### src/rtl/title_bitmap_renderer_if.sv
// Scan-position, ROM and pixel-output bundle between the sync generator/ROM side
// (master) and the title renderer (slave).
interface title_bitmap_renderer_if #(
  parameter int ADDR_W   = 6,
  parameter int ROW_BITS = 216
);
  logic [9:0]          pixel_x;
  logic [9:0]          pixel_y;
  logic                video_on;
  logic                frame_tick;
  logic [1:0]          mode;
  logic [ADDR_W-1:0]   rom_addr;
  logic [ROW_BITS-1:0] rom_data;
  logic                title_on;
  logic [7:0]          rgb;
  logic                reveal_done;

  modport master (
    output pixel_x, pixel_y, video_on, frame_tick, mode, rom_data,
    input  rom_addr, title_on, rgb, reveal_done
  );

  modport slave (
    input  pixel_x, pixel_y, video_on, frame_tick, mode, rom_data,
    output rom_addr, title_on, rgb, reveal_done
  );
endinterface

### src/rtl/title_bitmap_renderer.sv
// Scaled, placed title bitmap with static/blink/wipe/scroll modes; two-stage
// pipeline from scan position through an external combinational ROM to the pixel flag.
module title_bitmap_renderer #(
  parameter int          ROW_BITS     = 216,
  parameter int          ROWS         = 36,
  parameter int          ADDR_W       = 6,
  parameter int          X0           = 212,
  parameter int          Y0           = 100,
  parameter int          SCALE_LOG2   = 0,
  parameter int          BLINK_FRAMES = 30,
  parameter int          REVEAL_STEP  = 4,
  parameter logic [7:0]  COLOR        = 8'hFF
) (
  input  logic                    clk,
  input  logic                    reset,
  title_bitmap_renderer_if.slave  bus
);
  localparam int COL_W  = $clog2(ROW_BITS + 1);
  localparam int BCNT_W = (BLINK_FRAMES > 1) ? $clog2(BLINK_FRAMES) : 1;
  localparam int X_END  = X0 + (ROW_BITS << SCALE_LOG2);
  localparam int Y_END  = Y0 + (ROWS << SCALE_LOG2);
  localparam logic [COL_W-1:0]  COL_MAX   = COL_W'(ROW_BITS);
  localparam logic [COL_W-1:0]  COL_LAST  = COL_W'(ROW_BITS - 1);
  localparam logic [BCNT_W-1:0] BCNT_LAST = BCNT_W'(BLINK_FRAMES - 1);
  localparam logic [1:0] MODE_STATIC = 2'd0;
  localparam logic [1:0] MODE_BLINK  = 2'd1;
  localparam logic [1:0] MODE_WIPE   = 2'd2;
  localparam logic [1:0] MODE_SCROLL = 2'd3;

  logic [1:0]        mode_q, mode_d;
  logic [BCNT_W-1:0] blink_cnt_q, blink_cnt_d;
  logic              blink_vis_q, blink_vis_d;
  logic [COL_W-1:0]  reveal_col_q, reveal_col_d;
  logic [COL_W-1:0]  scroll_off_q, scroll_off_d;
  logic              reveal_done_q, reveal_done_d;
  logic [ADDR_W-1:0] rom_addr_q, rom_addr_d;
  logic [COL_W-1:0]  ecol_q, ecol_d;
  logic              qual_q, qual_d;
  logic              title_on_q, title_on_d;
  logic [7:0]        rgb_q, rgb_d;

  logic [9:0]        dx_s, dy_s;
  logic              in_box_s;
  logic [COL_W-1:0]  col_s;
  logic [ADDR_W-1:0] row_s;
  logic [COL_W:0]    scroll_sum_s;
  logic [COL_W:0]    reveal_sum_s;
  logic              mask_s;
  logic [COL_W-1:0]  bit_idx_s;

  // Geometry: box test on the full-width coordinates, then scale down to bitmap cells.
  always_comb begin
    dx_s     = bus.pixel_x - 10'(X0);
    dy_s     = bus.pixel_y - 10'(Y0);
    in_box_s = ({22'd0, bus.pixel_x} >= 32'(X0)) && ({22'd0, bus.pixel_x} < 32'(X_END)) &&
               ({22'd0, bus.pixel_y} >= 32'(Y0)) && ({22'd0, bus.pixel_y} < 32'(Y_END));
    col_s    = COL_W'(dx_s >> SCALE_LOG2);
    row_s    = ADDR_W'(dy_s >> SCALE_LOG2);
  end

  // Per-frame animation state; a mode switch restarts every animation.
  always_comb begin
    mode_d        = bus.mode;
    blink_cnt_d   = blink_cnt_q;
    blink_vis_d   = blink_vis_q;
    reveal_col_d  = reveal_col_q;
    scroll_off_d  = scroll_off_q;
    reveal_sum_s  = {1'b0, reveal_col_q} + (COL_W+1)'(REVEAL_STEP);
    if (bus.mode != mode_q) begin
      blink_cnt_d  = '0;
      blink_vis_d  = 1'b1;
      reveal_col_d = '0;
      scroll_off_d = '0;
    end else if (bus.frame_tick) begin
      case (bus.mode)
        MODE_BLINK: begin
          if (blink_cnt_q == BCNT_LAST) begin
            blink_cnt_d = '0;
            blink_vis_d = ~blink_vis_q;
          end else begin
            blink_cnt_d = blink_cnt_q + BCNT_W'(1);
          end
        end
        MODE_WIPE: begin
          if (reveal_sum_s >= {1'b0, COL_MAX}) begin
            reveal_col_d = COL_MAX;
          end else begin
            reveal_col_d = reveal_sum_s[COL_W-1:0];
          end
        end
        MODE_SCROLL: begin
          if (scroll_off_q == COL_LAST) begin
            scroll_off_d = '0;
          end else begin
            scroll_off_d = scroll_off_q + COL_W'(1);
          end
        end
        default: begin
          blink_cnt_d = blink_cnt_q;
        end
      endcase
    end else begin
      blink_cnt_d = blink_cnt_q;
    end
    reveal_done_d = (bus.mode == MODE_WIPE) && (bus.mode == mode_q) && (reveal_col_q == COL_MAX);
  end

  // Stage 1: ROM address, wrapped column and visibility qualifier.
  always_comb begin
    scroll_sum_s = {1'b0, col_s} + {1'b0, scroll_off_q};
    case (bus.mode)
      MODE_STATIC: mask_s = 1'b1;
      MODE_BLINK:  mask_s = blink_vis_q;
      MODE_WIPE:   mask_s = (col_s < reveal_col_q);
      MODE_SCROLL: mask_s = 1'b1;
      default:     mask_s = 1'b0;
    endcase
    if (!in_box_s) begin
      rom_addr_d = '0;
      ecol_d     = '0;
    end else if (bus.mode == MODE_SCROLL) begin
      rom_addr_d = row_s;
      if (scroll_sum_s >= {1'b0, COL_MAX}) begin
        ecol_d = COL_W'(scroll_sum_s - {1'b0, COL_MAX});
      end else begin
        ecol_d = scroll_sum_s[COL_W-1:0];
      end
    end else begin
      rom_addr_d = row_s;
      ecol_d     = col_s;
    end
    qual_d = in_box_s & bus.video_on & mask_s;
  end

  // Stage 2: pick the bit (column 0 is the MSB) from the ROM word.
  always_comb begin
    bit_idx_s  = COL_LAST - ecol_q;
    title_on_d = qual_q & bus.rom_data[bit_idx_s];
    if (title_on_d) begin
      rgb_d = COLOR;
    end else begin
      rgb_d = 8'h00;
    end
  end

  // All state registers with synchronous reset.
  always_ff @(posedge clk) begin
    if (reset) begin
      mode_q        <= 2'd0;
      blink_cnt_q   <= '0;
      blink_vis_q   <= 1'b1;
      reveal_col_q  <= '0;
      scroll_off_q  <= '0;
      reveal_done_q <= 1'b0;
      rom_addr_q    <= '0;
      ecol_q        <= '0;
      qual_q        <= 1'b0;
      title_on_q    <= 1'b0;
      rgb_q         <= 8'h00;
    end else begin
      mode_q        <= mode_d;
      blink_cnt_q   <= blink_cnt_d;
      blink_vis_q   <= blink_vis_d;
      reveal_col_q  <= reveal_col_d;
      scroll_off_q  <= scroll_off_d;
      reveal_done_q <= reveal_done_d;
      rom_addr_q    <= rom_addr_d;
      ecol_q        <= ecol_d;
      qual_q        <= qual_d;
      title_on_q    <= title_on_d;
      rgb_q         <= rgb_d;
    end
  end

  assign bus.rom_addr    = rom_addr_q;
  assign bus.title_on    = title_on_q;
  assign bus.rgb         = rgb_q;
  assign bus.reveal_done = reveal_done_q;
endmodule

### src/flat_wrapper.sv
// flat-port wrapper written by rule: the top's interface ports become plain ports
module title_bitmap_renderer_flat 
#(
  parameter int          ROW_BITS     = 216,
  parameter int          ROWS         = 36,
  parameter int          ADDR_W       = 6,
  parameter int          X0           = 212,
  parameter int          Y0           = 100,
  parameter int          SCALE_LOG2   = 0,
  parameter int          BLINK_FRAMES = 30,
  parameter int          REVEAL_STEP  = 4,
  parameter logic [7:0]  COLOR        = 8'hFF
)
  (clk, reset, bus_pixel_x, bus_pixel_y, bus_video_on, bus_frame_tick, bus_mode, bus_rom_data, bus_rom_addr, bus_title_on, bus_rgb, bus_reveal_done);
  title_bitmap_renderer_if #(.ADDR_W(ADDR_W), .ROW_BITS(ROW_BITS)) bus_i ();
  input  logic clk;
  input  logic reset;
  input wire logic [$bits(bus_i.pixel_x)-1:0] bus_pixel_x;
  input wire logic [$bits(bus_i.pixel_y)-1:0] bus_pixel_y;
  input wire logic [$bits(bus_i.video_on)-1:0] bus_video_on;
  input wire logic [$bits(bus_i.frame_tick)-1:0] bus_frame_tick;
  input wire logic [$bits(bus_i.mode)-1:0] bus_mode;
  input wire logic [$bits(bus_i.rom_data)-1:0] bus_rom_data;
  output wire logic [$bits(bus_i.rom_addr)-1:0] bus_rom_addr;
  output wire logic [$bits(bus_i.title_on)-1:0] bus_title_on;
  output wire logic [$bits(bus_i.rgb)-1:0] bus_rgb;
  output wire logic [$bits(bus_i.reveal_done)-1:0] bus_reveal_done;
  assign bus_i.pixel_x = bus_pixel_x;
  assign bus_i.pixel_y = bus_pixel_y;
  assign bus_i.video_on = bus_video_on;
  assign bus_i.frame_tick = bus_frame_tick;
  assign bus_i.mode = bus_mode;
  assign bus_i.rom_data = bus_rom_data;
  assign bus_rom_addr = bus_i.rom_addr;
  assign bus_title_on = bus_i.title_on;
  assign bus_rgb = bus_i.rgb;
  assign bus_reveal_done = bus_i.reveal_done;
  title_bitmap_renderer #(.ROW_BITS(ROW_BITS), .ROWS(ROWS), .ADDR_W(ADDR_W), .X0(X0), .Y0(Y0), .SCALE_LOG2(SCALE_LOG2), .BLINK_FRAMES(BLINK_FRAMES), .REVEAL_STEP(REVEAL_STEP), .COLOR(COLOR)) u_core (.clk(clk), .reset(reset), .bus(bus_i));
endmodule
### config.mk
export PLATFORM = sky130hd
export DESIGN_NAME = title_bitmap_renderer_flat
export DESIGN_NICKNAME = d
export VERILOG_FILES = /design/src/rtl/title_bitmap_renderer_if.sv /design/src/rtl/title_bitmap_renderer.sv /design/src/flat_wrapper.sv
export SDC_FILE = /design/constraint.sdc
export NUM_CORES = 1
export LEC_CHECK = 0
export ABC_AREA = 1
export BUFFER_PORTS_ARGS = -buffer_cell sky130_fd_sc_hd__buf_2
export CAP_MARGIN = 20
export CORE_MARGIN = 2
export CORE_UTILIZATION = 35
export DETAILED_ROUTE_END_ITERATION = 12
export PLACE_DENSITY = 0.64
export SLEW_MARGIN = 30
export SYNTH_ARGS = -nofsm -noshare
export SYNTH_HDL_FRONTEND = slang
export SYNTH_SLANG_ARGS = --single-unit
### constraint.sdc
create_clock -name clk -period 3.41 [get_ports clk]
set_input_delay 0 -clock clk [delete_from_list [all_inputs] [get_ports clk]]
set_output_delay 0 -clock clk [all_outputs]
set_load 0.02 [all_outputs]
# Word level (Yosys, flattened, before mapping)
# Cells that the tools add are included.
[word_totals]
elab_cells = 62
input_bits = 242
output_inout_bits = 16
regBits = 49
[op_classes]
n_bitwise = 5
n_eq_ne = 8
order_cmp = 8
n_addsub = 8
n_reduce_logical = 13
n_mux = 9
[op_table]
columns = ["cell", "n"]
rows = [
  ["8-bit 2-to-1 mux", 5],
  ["9-bit by 8-bit >= comparator with 1-bit output (second input constant)", 2],
  ["8-bit == test (second input constant)", 2],
  ["8-bit subtractor (second input constant)", 2],
  ["10-bit by 7-bit >= comparator with 1-bit output (second input constant)", 1],
  ["10-bit by 8-bit >= comparator with 1-bit output (second input constant)", 1],
  ["10-bit by 8-bit less-than comparator with 1-bit output (second input constant)", 1],
  ["10-bit by 9-bit less-than comparator with 1-bit output (second input constant)", 1],
  ["8-bit by 3-bit adder with 9-bit output (second input constant)", 1],
  ["8-bit by 8-bit adder with 9-bit output", 1],
  ["8-bit by 9-bit less-than comparator with 1-bit output (second input constant)", 1],
  ["8-bit by 1-bit adder with 8-bit output (second input constant)", 1],
  ["1-bit binary-select mux with 8-bit select", 1],
  ["8-bit less-than comparator", 1],
  ["8-bit subtractor (first input constant)", 1],
  ["2-bit AND reduction", 3],
  ["2-bit OR reduction", 3],
  ["6-bit subtractor (second input constant)", 1],
  ["5-bit by 1-bit adder with 5-bit output (second input constant)", 1],
  ["5-bit == test (second input constant)", 1],
  ["1-bit logical AND", 5],
  ["5-bit 2-to-1 mux", 1],
  ["2-bit == test (second input constant)", 2],
  ["1-bit bitwise AND", 3],
  ["8 further kinds", 9],
]

# Depth between registers and ports, before layout
# Gate-level depths: netlist (run 1).
[logic_depth]
ltp_word = 6
mapped_depth = 19
mapped_depth_nobuf = 19

# Least setup slack after synthesis (run 1)
# No wires, ideal clock.
[synth_timing]
path_type = "register to register"
start = "register u_core.scroll_off_q[0]"
end = "register u_core.ecol_q[3]"
stages_incl_launch_ff = 16
synth_period_minus_slack_ns = 2.270
t_arrival_ns = 2.161
path_slack_ns = 1.140
required_time_ns = 3.301
setup_ns = 0.109
path_buffers = 0
path_cell_list = "dfxtp_1 ha_1 inv_1 fa_1 nand3b_1 nand3_1 nand2_1 ha_1 inv_1 nand3_1 nand3_1 nand3_1 nand2_1 nand3_1 nand2_1 inv_1"
[synth_via]
elab_chain_len = 4
word_cells_on_any_way = 5
cone_classes = "add/sub: 2; order compare: 1; mux: 2"
[synth_lines]
columns = ["item", "line", "rtl"]
rows = [
  ["start, declared", "title_bitmap_renderer.sv:34", "logic [COL_W-1:0] scroll_off_q, scroll_off_d;"],
  ["start signal, assigned", "title_bitmap_renderer.sv:165", "scroll_off_q <= scroll_off_d;"],
  ["8-bit by 8-bit adder with 9-bit output (*)", "title_bitmap_renderer.sv:110", "scroll_sum_s = {1'b0, col_s} + {1'b0, scroll_off_q};"],
  ["8-bit subtractor / 9-bit by 8-bit >= comparator with 1-bit output (equally long branches)", "title_bitmap_renderer.sv:124, title_bitmap_renderer.sv:123", ""],
  ["8-bit 2-to-1 mux (*)", "title_bitmap_renderer.sv:123", "if (scroll_sum_s >= {1'b0, COL_MAX}) begin"],
  ["8-bit 2-to-1 mux (*)", "title_bitmap_renderer.sv:121", "end else if (bus.mode == MODE_SCROLL) begin"],
  ["end signal, assigned", "title_bitmap_renderer.sv:168", "ecol_q <= ecol_d;"],
  ["end, declared", "title_bitmap_renderer.sv:37", "logic [COL_W-1:0] ecol_q, ecol_d;"],
]
# Mark *: on every way between the ends. The rest lies on a longest branch, timed or not.
# A chain may end at the register's enable or synchronous reset.

# Worst setup path after layout (run 1)
[layout_timing]
start = "register u_core.scroll_off_q[0]"
end = "register u_core.ecol_q[5]"
# Same word-level chain as after synthesis.

==> results of run 1 <==
[power groups by stage]
stage	sequential, uW	clock, uW	combinational, uW
final	460	535	387
after floorplan	471	0	189
after global placement	470	0	378
after detailed placement	470	0	379
after CTS	460	545	386
after global routing	460	568	439
[cells by family after synthesis]
group,count (synthesis)
adder cells (fa/ha/maj),33
AO/OA/AOI/OAI,94
XOR/XNOR,17
AND/OR/NAND/NOR,591
buffers and inverters,127
flip-flops,39
[layout make-up]
class	count	area (um2)	area share, %
inverters	75	282	4.32
clock buffers	5	125	1.92
well taps	180	225	3.46
multi-input cells	735	3610	55.4
clock inverters	3	43.8	0.672
diodes	2	5.00	0.0768
repair buffers	272	1440	22.1
flip-flops and latches	39	786	12.1
[metrics by stage]
stage / util, % / total power, uW / hold slack (ns) / worst slack [ns]
after global routing: 46.9 / 1470 / 0.00968 / 0.520
after CTS: 46.9 / 1390 / 0.000552 / 0.861
after detailed placement: 45.3 / 849 / 0.202 / 0.821
after global placement: 45.2 / 849 / 0.203 / 0.917
final: 46.9 / 1380 / 0.00181 / 0.853
after floorplan: - / 659 / 0.0724 / 1.14
[metal layers]
layer	vias to the layer above	global-route usage, %	wire (um)
li1	3372	-	-
met1	2874	27.0	7600
met2	202	41.3	8950
met3	27	3.09	1100
met4	0	6.32	346
met5	-	0	0
[placed cells by master, fill, tap and decap left out, types with 6 or more instances in the layout]
cell,instances
o21ai_1,19
nand2_1,295
a21oi_1,25
ha_1,32
o211ai_1,6
nor2_1,109
nor3_1,11
xor2_1,12
inv_1,71
dlygate4sd3_1,6
o21ai_0,24
a21oi_2,6
dfxtp_1,37
buf_4,6
buf_2,257
nand3_1,157
[registers in the layout, summed over array words and instances (netlist names)]
signal / count
u_core.blink_cnt_q: 5
u_core.blink_vis_q: 1
u_core.bus.reveal_done: 1
u_core.bus.rgb: 1
u_core.bus.rom_addr: 6
u_core.ecol_q: 8
u_core.mode_q: 2
u_core.qual_q: 1
u_core.reveal_col_q: 6
u_core.scroll_off_q: 8
[path summary, 6_finish.rpt]
check	to	depth (start not counted)	start
worst min-delay path	u_core.blink_cnt_q[1]	2	bus_frame_tick
worst max register to register	u_core.ecol_q[5]	15	u_core.scroll_off_q[0]
worst min register to register	u_core.blink_vis_q	1	u_core.blink_vis_q
worst max-delay path	u_core.ecol_q[5]	15	u_core.scroll_off_q[0]
==> impl_metrics.tcl, run 1 <==
set metrics [dict create \
    drc 0 \
    dp_cells 1295 \
    number_of_enable_type_register_cells_in_the_synthesized_netlist 0 \
    cp_top_family "simple AND/OR/NAND/NOR gates" \
    synth_area_in_adders_pct 8.46 \
    ctsResizeCount 0 \
    internal_cell_power_uw 993 \
    numCtsBuffers 5 \
    power_switching_share_pct 28.2 \
    share_seq_of_total_power_pct 33.3 \
    finalHoldViolations 0 \
    yosysTopAreaCell "nand2_1" \
    mux_contribution_to_synthesized_area_pct 0 \
    syn_to_final_growth_pct 31.2 \
    syn_inst 901 \
    yosys.area_share.xor_xnor_pct 3.00 \
    clock_tree_from_tritoncts "done" \
    maxCapViolations 0 \
    grt_max_degree 112 \
    dominant_combinational_cell_family_by_area_after_synthesis "simple AND/OR/NAND/NOR gates" \
    post_synth_num_cell_types 38 \
    grt_setup_unrepaired "no" \
    netlist_top_cells_area "nand2_1 (22%), nand3_1 (16%), dfxtp_1 (16%)" \
    grt_pass1_wl_um 27500 \
    core_area_um2 13900 \
    vdd_ir_drop_max_v 0.000281 \
    number_of_global_route_vias_before_repair 5870 \
    dieArea_um2 15200 \
    die_width_um 123 \
    wl_um 18000 \
    initial_core_util_pct 35.8 \
    number_of_buffers_inserted_by_hold_repair_at_cts 6 \
    post-synth-top-area-fraction_pct 22.3 \
    yosys.cell_count.top_type "nand2_1" \
    clk_pin_slew_worst_paths_ns 0.06 \
    cp_cell_sequence "ha_1 > inv_1 > fa_1 > nand3b_1 > nand3_1 > nand2_1 > ha_1 > inv_1 > nand3_1 > nand3_1 > nand3_1 > nand2_1 > nand3_1 > nand2_1 > inv_1" \
    final_cell_count_no_fill 1311 \
    gp_congestion 0.913 \
    synthTopCellsByCount "nand2_1 (295), nand3_1 (157), nor2_1 (109), inv_1 (71), dfxtp_1 (39)" \
    fmax_mhz 391 \
    crit_path_largest_cell_delay_ns 0.39 \
    critical_path_class "register to register" \
    cts_htree_levels 2 \
    startpoint_type "register" \
    antenna_found_initial 2 \
    critical_path.endpoint_type "register" \
    synth-warning-count 0 \
    timing.critical_path.buf_inv 3 \
    drt_pre_antenna_iters 5 \
    detailed_route_wire_length_per_cell_um 13.7 \
    final.setup_skew_ns 0.00336 \
    detail-route-antenna-nets 0 \
    power_leakage_uw 0.00348 \
    post_route_cells_drive_above_1_share_pct 25.7 \
    synthSimpleGateAreaFrac_pct 50.0 \
    min_delay_path_class "input port to register" \
    post-cts-setup-buffer-count 0 \
    placement.io_buffers 257 \
    standard_cell_with_the_maximum_stage_delay_on_the_critical_path "fa_1" \
    synth_compound_area_share_pct 11.2 \
    outcome "finished, final reports clean" \
    fin_nets 1403 \
    synth-async-reset-ratio_pct 0 \
    fp.dieH_um 123 \
    slew_headroom_pct 38.8 \
    fin_tns_setup_ns 0 \
    critical-path-top-cell-by-count "nand3_1" \
    syn_area_um2 4970 \
    ys_dominant_reg_cell "dfxtp_1" \
    i_o_pins 258 \
    insertion_delay_ns 0.28 \
    detail_route.vias_per_cell 4.94 \
    hpwlAfterDp_um 14200 \
    clk_root_buffer_cell "clkbuf_16" \
    synth_area_per_cell_um2 5.51 \
    worst-endpoint-required_ns 3.59 \
    fillCellCount 1518 \
    rows 43 \
    synth.yosys.seq_area_share_pct 15.7 \
    number_of_failing_setup_endpoints_in_the_final_timing_report 0 \
    grtUsageTotal_pct 22.5 \
    netSwitchingPower_uw 390 \
    cts_max_path_buffers 2 \
    critical_path.max_fanout 5 \
    comb_power_share_pct 28.0 \
    r2r_setup_slack_ns 0.85 \
    placedInstanceArea_um2 6280 \
    timing_max_transition_violations_final 0 \
    grt-ovfl-total 0 \
    layout_worst_path_cycle_share_pct 75.0 \
    drt_first_iter_violations 370 \
    clock-sinks 39 \
    yosys_register_bits 39 \
    cp_data_arrival_time_ns 2.74 \
    final_instance_area_um2 6520 \
    worst_pin_slew_ns 0.912 \
    final_period_minus_worst_setup_slack_ns 2.56 \
    p_clk_share_pct 38.7 \
    power_density_nw_per_um2 212 \
    vias 6475 \
    synth_fp_nets 1176 \
]
Note: power is estimated with default switching activity, not from simulation.
==> run 2: changes to the inputs <==
--- a/config.mk
+++ b/config.mk
@@ -5,13 +5,13 @@
 export SDC_FILE = /design/constraint.sdc
 export NUM_CORES = 1
 export LEC_CHECK = 0
-export ABC_AREA = 1
+export ABC_AREA = 0
 export BUFFER_PORTS_ARGS = -buffer_cell sky130_fd_sc_hd__buf_2
 export CAP_MARGIN = 20
 export CORE_MARGIN = 2
 export CORE_UTILIZATION = 35
 export DETAILED_ROUTE_END_ITERATION = 12
-export PLACE_DENSITY = 0.64
+export PLACE_DENSITY = 0.67
 export SLEW_MARGIN = 30
 export SYNTH_ARGS = -nofsm -noshare
 export SYNTH_HDL_FRONTEND = slang
==> constraint.sdc (replaced) <==
create_clock -name clk -period 2.31 [get_ports clk]
set_input_delay 0 -clock clk [delete_from_list [all_inputs] [get_ports clk]]
set_output_delay 0 -clock clk [all_outputs]
set_load 0.02 [all_outputs]
==> run 2 against run 1 <==
Net effect:
- the flow now finishes with violations (negative setup slack)
- sequential power up 47%
- critical path type unchanged
- wire length down 11%
- worst setup slack worse by 1.1 ns
- maximum frequency down 0.43%
- critical endpoint is now u_core.ecol_q[3]
- hold slack better by 0.0015 ns
- count of clock-buffer cells in the layout up 1
==> impl_metrics.tcl, run 2 <==
set metrics [dict create \
    vias 5094 \
    hold_slack_ns 0.00334 \
    startpoint_type "register" \
    hold_start "bus_pixel_y[5]" \
    yosys_register_bits 39 \
    timing.final.ws_setup_ns -0.258 \
    drt_first_iter_violations 230 \
    wl_um 16000 \
    worst-endpoint-required_ns 2.48 \
    clk_pin_slew_worst_paths_ns 0.06 \
    synth-async-reset-ratio_pct 0 \
    post-synth-top-area-fraction_pct 24.9 \
    ys_dominant_reg_cell "dfxtp_1" \
    numCtsBuffers 5 \
    critical_path_class "register to register" \
    layout.cells.most_common_list "buf_2 (257), buf_4 (71), mux4_2 (52), nor2_1 (37), dfxtp_1 (35)" \
    worst_pin_slew_ns 0.524 \
    fp.dieH_um 120 \
    cp_cell_sequence "ha_4 > inv_2 > fa_2 > nor2b_4 > o21a_1 > buf_6 > nor3_4 > or4_4 > a22oi_4 > buf_6 > buf_4 > a2111oi_2" \
    pre_cts_ws_ns -0.282 \
    syn_inst 491 \
    synth_area_per_cell_um2 9.56 \
    fin_nets 1087 \
    grt_max_degree 21 \
    timing.rr.start "u_core.scroll_off_q[0]" \
    critical_path.endpoint_type "register" \
    yosys.cell_count.top_type "mux4_2" \
    gp_congestion 0.827 \
    drt_pre_antenna_iters 4 \
    timing_max_transition_violations_final 0 \
    grt-ovfl-total 0 \
    hpwlAfterDp_um 13400 \
    layout_worst_path_cycle_share_pct 111 \
    failed_checks "negative setup slack" \
    core_area_um2 13200 \
    timing.hold.worst_endpoint "u_core.bus.rom_addr[5]" \
    detail-route-antenna-nets 0 \
    outcome "finished, violations left" \
    final_period_minus_worst_setup_slack_ns 2.57 \
    grt_setup_unrepaired "yes" \
    syn_to_final_growth_pct 52.2 \
    i_o_pins 258 \
    r2r-end "u_core.ecol_q[3]" \
    grt_pass1_wl_um 24900 \
    die_width_um 120 \
    power_density_nw_per_um2 303 \
    synth.yosys.seq_area_share_pct 16.6 \
    post_route_cells_drive_above_1_share_pct 56.0 \
    yosysTopAreaCell "mux4_2" \
    number_of_enable_type_register_cells_in_the_synthesized_netlist 0 \
    cp_data_arrival_time_ns 2.74 \
    placement.io_buffers 257 \
    critical-path-top-cell-by-count "buf_6" \
    slew_headroom_pct 64.8 \
    grtUsageTotal_pct 21.7 \
    detailed_route_wire_length_per_cell_um 16.2 \
    clock-sinks 39 \
    cts_max_path_buffers 2 \
    clk_root_buffer_cell "clkbuf_16" \
    post_synth_num_cell_types 67 \
    crit_path_largest_cell_delay_ns 0.54 \
    synthTopCellsByCount "mux4_2 (52), dfxtp_1 (39), nor2_1 (39), ha_1 (32), inv_1 (32)" \
    dieArea_um2 14400 \
    finalHoldViolations 0 \
    insertion_delay_ns 0.29 \
    power_leakage_uw 0.00320 \
    synth_fp_nets 766 \
    insertedDiodeCount 0 \
    initial_core_util_pct 35.6 \
    synth-warning-count 0 \
    rows 42 \
    r2r.worst_path.cells 12 \
    final_common_cell "buf_2" \
    standard_cell_with_the_maximum_stage_delay_on_the_critical_path "or4_4" \
    r2r_setup_slack_ns -0.26 \
    syn_area_um2 4690 \
    number_of_failing_setup_endpoints_in_the_final_timing_report 5 \
    antenna_found_initial 0 \
    maxCapViolations 0 \
    final.setup_skew_ns 0.00277 \
    largestRegisters "u_core.ecol_q: 8 flops, u_core.scroll_off_q: 8 flops" \
    cts_htree_levels 2 \
    min_delay_path_class "input port to register" \
    critical_path.max_fanout 4 \
    detail_route.vias_per_cell 5.15 \
    netlist_top_cells_area "mux4_2 (25%), dfxtp_1 (17%), ha_1 (8.5%)" \
    clock_tree_from_tritoncts "done" \
    fmax_mhz 389 \
    hold-path-cell-count 3 \
    drc 0 \
    vdd_ir_drop_max_v 0.000254 \
    number_of_global_route_vias_before_repair 5097 \
]
-- run 2: cell types whose count changed in the layout (fill, tap and decap cells not counted), moves of 13 or more --
| cell | before | now |
|---|---|---|
| mux4_2 | 0 | 52 |
| nand3_1 | 157 | 18 |
| nand2_1 | 295 | 18 |
| inv_1 | 71 | 31 |
| nor2_1 | 109 | 37 |
| buf_4 | 6 | 71 |
| o21ai_1 | 19 | 6 |
| mux2i_1 | 0 | 17 |
-- run 2: how the worst max path moves through the flow --
stage                           start               end  slack [ns]  cells past startpoint
2_1_floorplan  u_core.scroll_off_q[0]  u_core.ecol_q[4]       -0.20                      8
3_3_place_gp   u_core.scroll_off_q[0]  u_core.ecol_q[4]       -0.20                      8
3_5_place_dp   u_core.scroll_off_q[0]  u_core.ecol_q[4]       -0.28                      8
4_1_cts        u_core.scroll_off_q[0]  u_core.ecol_q[4]       -0.22                      8
5_1_grt        u_core.scroll_off_q[0]  u_core.ecol_q[3]       -0.34                     11
6_report       u_core.scroll_off_q[0]  u_core.ecol_q[3]       -0.26                     12
-- run 2: cell type report --
type	instances	area, um2
clock buffers	6	150
clock inverters	2	17.5
multi-input cells	385	3770
fillers	1158	6040
inverters	34	128
repair buffers	347	2070
flip-flops and latches	39	791
well taps	176	220
-- run 2: kinds of logic (layout without fill, tap and decap cells) --
logic type               after synthesis  in the layout  synth area share (%)
AO/OA/AOI/OAI                        104            104                  15.7
XOR/XNOR                              28             28                  5.22
adder cells (fa/ha/maj)               33             33                  8.96
flip-flops                            39             39                  16.6
AND/OR/NAND/NOR                      144            144                  16.2
buffers and inverters                 67            389                  6.98
multiplexers                          76             76                  30.3
-- run 2: worst max-delay path, delay by kind of cell (launching register included) --
| kind | cells | cell delay (ns) |
|---|---|---|
| compound gates | 3 | 0.49 |
| fa+ha+maj | 2 | 0.51 |
| buf+inv | 4 | 0.38 |
| flops | 1 | 0.36 |
| simple gates | 3 | 0.71 |
-- run 2: power breakdown --
part           switching, uW  internal, uW  leakage [uW]
clock                    310           472     0.0000826
sequential              3.30           674      0.000317
combinational            290           414       0.00280
total                    603          1560       0.00320
-- run 2: what timing repair did --
action / 4_1_cts / 5_1_grt
setup buffers: 11 / 4
resized for setup: 15 / 32
hold buffers: 5 / 0
pin swaps: 6 / 12
setup endpoints to repair: 6 / 7
hold endpoints to repair: 6 / 0
-- run 2: through the flow --
step	util (%)	area, um2	cells	setup TNS [ns]	total power (uW)
after global placement	50.0	6600	961	-0.967	1320
after CTS	52.8	6970	985	-0.674	2150
after detailed placement	50.0	6600	961	-1.37	1330
final	54.2	7150	989	-0.932	2160
after global routing	54.2	7150	989	-1.44	2270
after floorplan	-	4720	491	-0.442	989
-- run 2: metal layers --
| metal | global-route usage (%) | up-vias | wire length (um) |
|---|---|---|---|
| li1 | - | 2508 | - |
| met1 | 25.8 | 2391 | 6460 |
| met2 | 41.1 | 167 | 8420 |
| met3 | 2.66 | 28 | 854 |
| met4 | 5.51 | 0 | 277 |
| met5 | 0 | - | 0 |
==> run 3: changes to the inputs <==
--- a/config.mk
+++ b/config.mk
@@ -5,13 +5,13 @@
 export SDC_FILE = /design/constraint.sdc
 export NUM_CORES = 1
 export LEC_CHECK = 0
-export ABC_AREA = 0
+export ABC_AREA = 1
 export BUFFER_PORTS_ARGS = -buffer_cell sky130_fd_sc_hd__buf_2
 export CAP_MARGIN = 20
 export CORE_MARGIN = 2
 export CORE_UTILIZATION = 35
 export DETAILED_ROUTE_END_ITERATION = 12
-export PLACE_DENSITY = 0.67
+export PLACE_DENSITY = 0.66
 export SLEW_MARGIN = 30
 export SYNTH_ARGS = -nofsm -noshare
 export SYNTH_HDL_FRONTEND = slang
==> run 3 against run 2 <==
Net effect:
- the flow now finishes without violations
- maximum frequency is 21% higher
- critical endpoint unchanged
- first-iteration DRC count is 52% higher
- count of clock-buffer cells in the layout stayed put
- worst setup slack better by 0.44 ns
- clock power is 9.2% higher
- cell count is 35% higher
- register-to-register slack better by 0.44 ns
- critical path depth is 2 higher
- sequential power hardly changed
- flip-flop and latch count stayed put
- core utilization is 5.0 points lower
==> impl_metrics.tcl, run 3 (same netlist as run 1, synthesis figures left out) <==
set metrics [dict create \
    outcome "finished, final reports clean" \
    drt_pre_antenna_iters 5 \
    multi_input_area_um2 3680 \
    hold_slack_ns 0.0133 \
    finalHoldViolations 0 \
    antenna_found_initial 2 \
    number_of_failing_setup_endpoints_in_the_final_timing_report 0 \
    die_width_um 123 \
    critical-path-top-cell-by-count "nand2_1" \
    placedInstanceArea_um2 6490 \
    fillCellCount 1484 \
    rows 43 \
    critical_path.max_fanout 6 \
    cp_top_family "simple AND/OR/NAND/NOR gates" \
    hpwlAfterDp_um 14100 \
    grt-ovfl-total 0 \
    fmax_mhz 470 \
    number_of_global_route_vias_before_repair 5991 \
    worst_pin_slew_ns 0.598 \
    core_area_um2 13900 \
    grtUsageTotal_pct 22.1 \
    i_o_pins 258 \
    critical_path.endpoint_type "register" \
    cp_cell_sequence "ha_1 > a21oi_2 > nand2_1 > buf_4 > nand2_1 > nand2_1 > nand2_1 > nand2_1 > a21oi_4 > nand3_4 > nand2_1 > nand3_1 > nand2_1 > inv_1" \
    final_common_cell "nand2_1" \
    min_delay_path_class "input port to register" \
    clk_pin_slew_worst_paths_ns 0.06 \
    post_route_cells_drive_above_1_share_pct 28.3 \
    insertion_delay_ns 0.28 \
    fin_nets 1429 \
    numCtsBuffers 5 \
    pre_cts_ws_ns -0.0477 \
    maxCapViolations 0 \
    initial_core_util_pct 35.8 \
    crit_path_start "u_core.scroll_off_q[3]" \
    grt_max_degree 89 \
    power_density_nw_per_um2 315 \
    vias 6502 \
    cp_data_arrival_time_ns 2.31 \
    slew_headroom_pct 59.7 \
    syn_to_final_growth_pct 37.4 \
    dieArea_um2 15200 \
    timing.rr.start "u_core.scroll_off_q[3]" \
    final_period_minus_worst_setup_slack_ns 2.13 \
    post-cts-setup-buffer-count 0 \
    crit_path_largest_cell_delay_ns 0.38 \
    timing.critical_path.buf_inv 2 \
    final_instance_area_um2 6830 \
    detailed_route_wire_length_per_cell_um 13.3 \
    wl_um 17800 \
    detail-route-antenna-nets 0 \
    placement.io_buffers 257 \
    power_leakage_uw 0.00363 \
    capture_point_of_the_critical_path "u_core.ecol_q[3]" \
    worstSetupPathDepth 14 \
    vdd_ir_drop_max_v 0.000246 \
    r2r_setup_slack_ns 0.18 \
    drt_first_iter_violations 350 \
    timing_max_transition_violations_final 0 \
    standard_cell_with_the_maximum_stage_delay_on_the_critical_path "ha_1" \
    layout_worst_path_cycle_share_pct 92.1 \
    final.setup_skew_ns 0.00627 \
    largestRegisters "u_core.ecol_q: 8 flops, u_core.scroll_off_q: 8 flops" \
    detail_route.vias_per_cell 4.86 \
    startpoint_type "register" \
    gp_congestion 0.884 \
    clock-sinks 39 \
    grt_pass1_wl_um 27300 \
    final-seq-area_um2 787 \
    fp.dieH_um 123 \
    layout.cells.most_common_list "nand2_1 (293), buf_2 (257), nand3_1 (154), nor2_1 (108), inv_1 (71)" \
    timing.final.ws_setup_ns 0.183 \
    clk_root_buffer_cell "clkbuf_16" \
    cts_max_path_buffers 2 \
    worst-endpoint-required_ns 2.49 \
    cts_htree_levels 2 \
    drc 0 \
    critical_path_class "register to register" \
    r2r.worst_path.cells 14 \
    r2r-end "u_core.ecol_q[3]" \
    clock_tree_from_tritoncts "done" \
]
==> run 3: cell count changes in the layout (fill, tap and decap cells not counted), moves of 9 or more <==
cell      delta
nor2b_1     -10
mux2i_1     -17
nand2_1    +275
o21ai_0     +10
nand2b_1    -10
nor2_1      +71
a21oi_1      +9
xnor2_1      -9
buf_4       -41
o21ai_1     +13
inv_1       +40
mux4_2      -52
nand3_1    +136
==> run 3: stage by stage <==
step           TNS, ns  std cells  util [%]  power [uW]
2_1_floorplan        0        901         -         973
3_5_place_dp    -0.165       1320      46.8        1290
6_report             0       1337      49.2        2150
4_1_cts              0       1335      48.7        2160
5_1_grt        -0.0672       1337      49.2        2290
3_3_place_gp         0       1320      46.8        1280
==> run 3: layer usage <==
layer | track usage [%] | part of all wire, % | up-vias
met5 | 0 | 0 | -
met4 | 7.88 | 2.7 | 0
met3 | 3.14 | 6.7 | 34
met2 | 41.0 | 50 | 197
met1 | 25.6 | 40 | 2848
li1 | - | - | 3423
==> run 3: worst min-delay path: cells and delay by family <==
kind	cells	cell delay, ns
buffers and inverters	2	0.22
AND/OR/NAND/NOR	1	0.04
==> run 3: cell type report <==
type,instances,share of cell area (%)
diodes,2,0.0733
clock buffers,6,2.20
clock inverters,2,0.550
inverters,75,4.12
multi-input cells,735,53.9
flip-flops and latches,39,11.5
well taps,180,3.30
repair buffers,298,24.3
==> run 3: repair_timing <==
action                                  in CTS  in global routing
pin swaps                                    0                  7
endpoints found under the setup margin       4                  5
hold endpoints to repair                     8                  0
hold buffers                                 7                  0
resized for setup                            2                 14
==> run 3: worst min path at each step <==
stage | depth (start not counted) | end | start | slack [ns]
after CTS | 3 | u_core.mode_q[0] | bus_mode[0] | 0.008
after detailed placement | 2 | u_core.bus.rom_addr[2] | bus_pixel_y[2] | 0.20
after floorplan | 1 | u_core.bus.rom_addr[2] | bus_pixel_y[2] | 0.07
after global routing | 3 | u_core.mode_q[0] | bus_mode[0] | 0.02
after global placement | 2 | u_core.bus.rom_addr[2] | bus_pixel_y[2] | 0.20
final | 3 | u_core.mode_q[0] | bus_mode[0] | 0.01
==> run 3: power by group <==
part	internal (uW)	total, uW	leakage [uW]	switching [uW]
combinational	316	618	0.00323	302
sequential	676	679	0.000317	3.45
clock	575	854	0.0000882	279
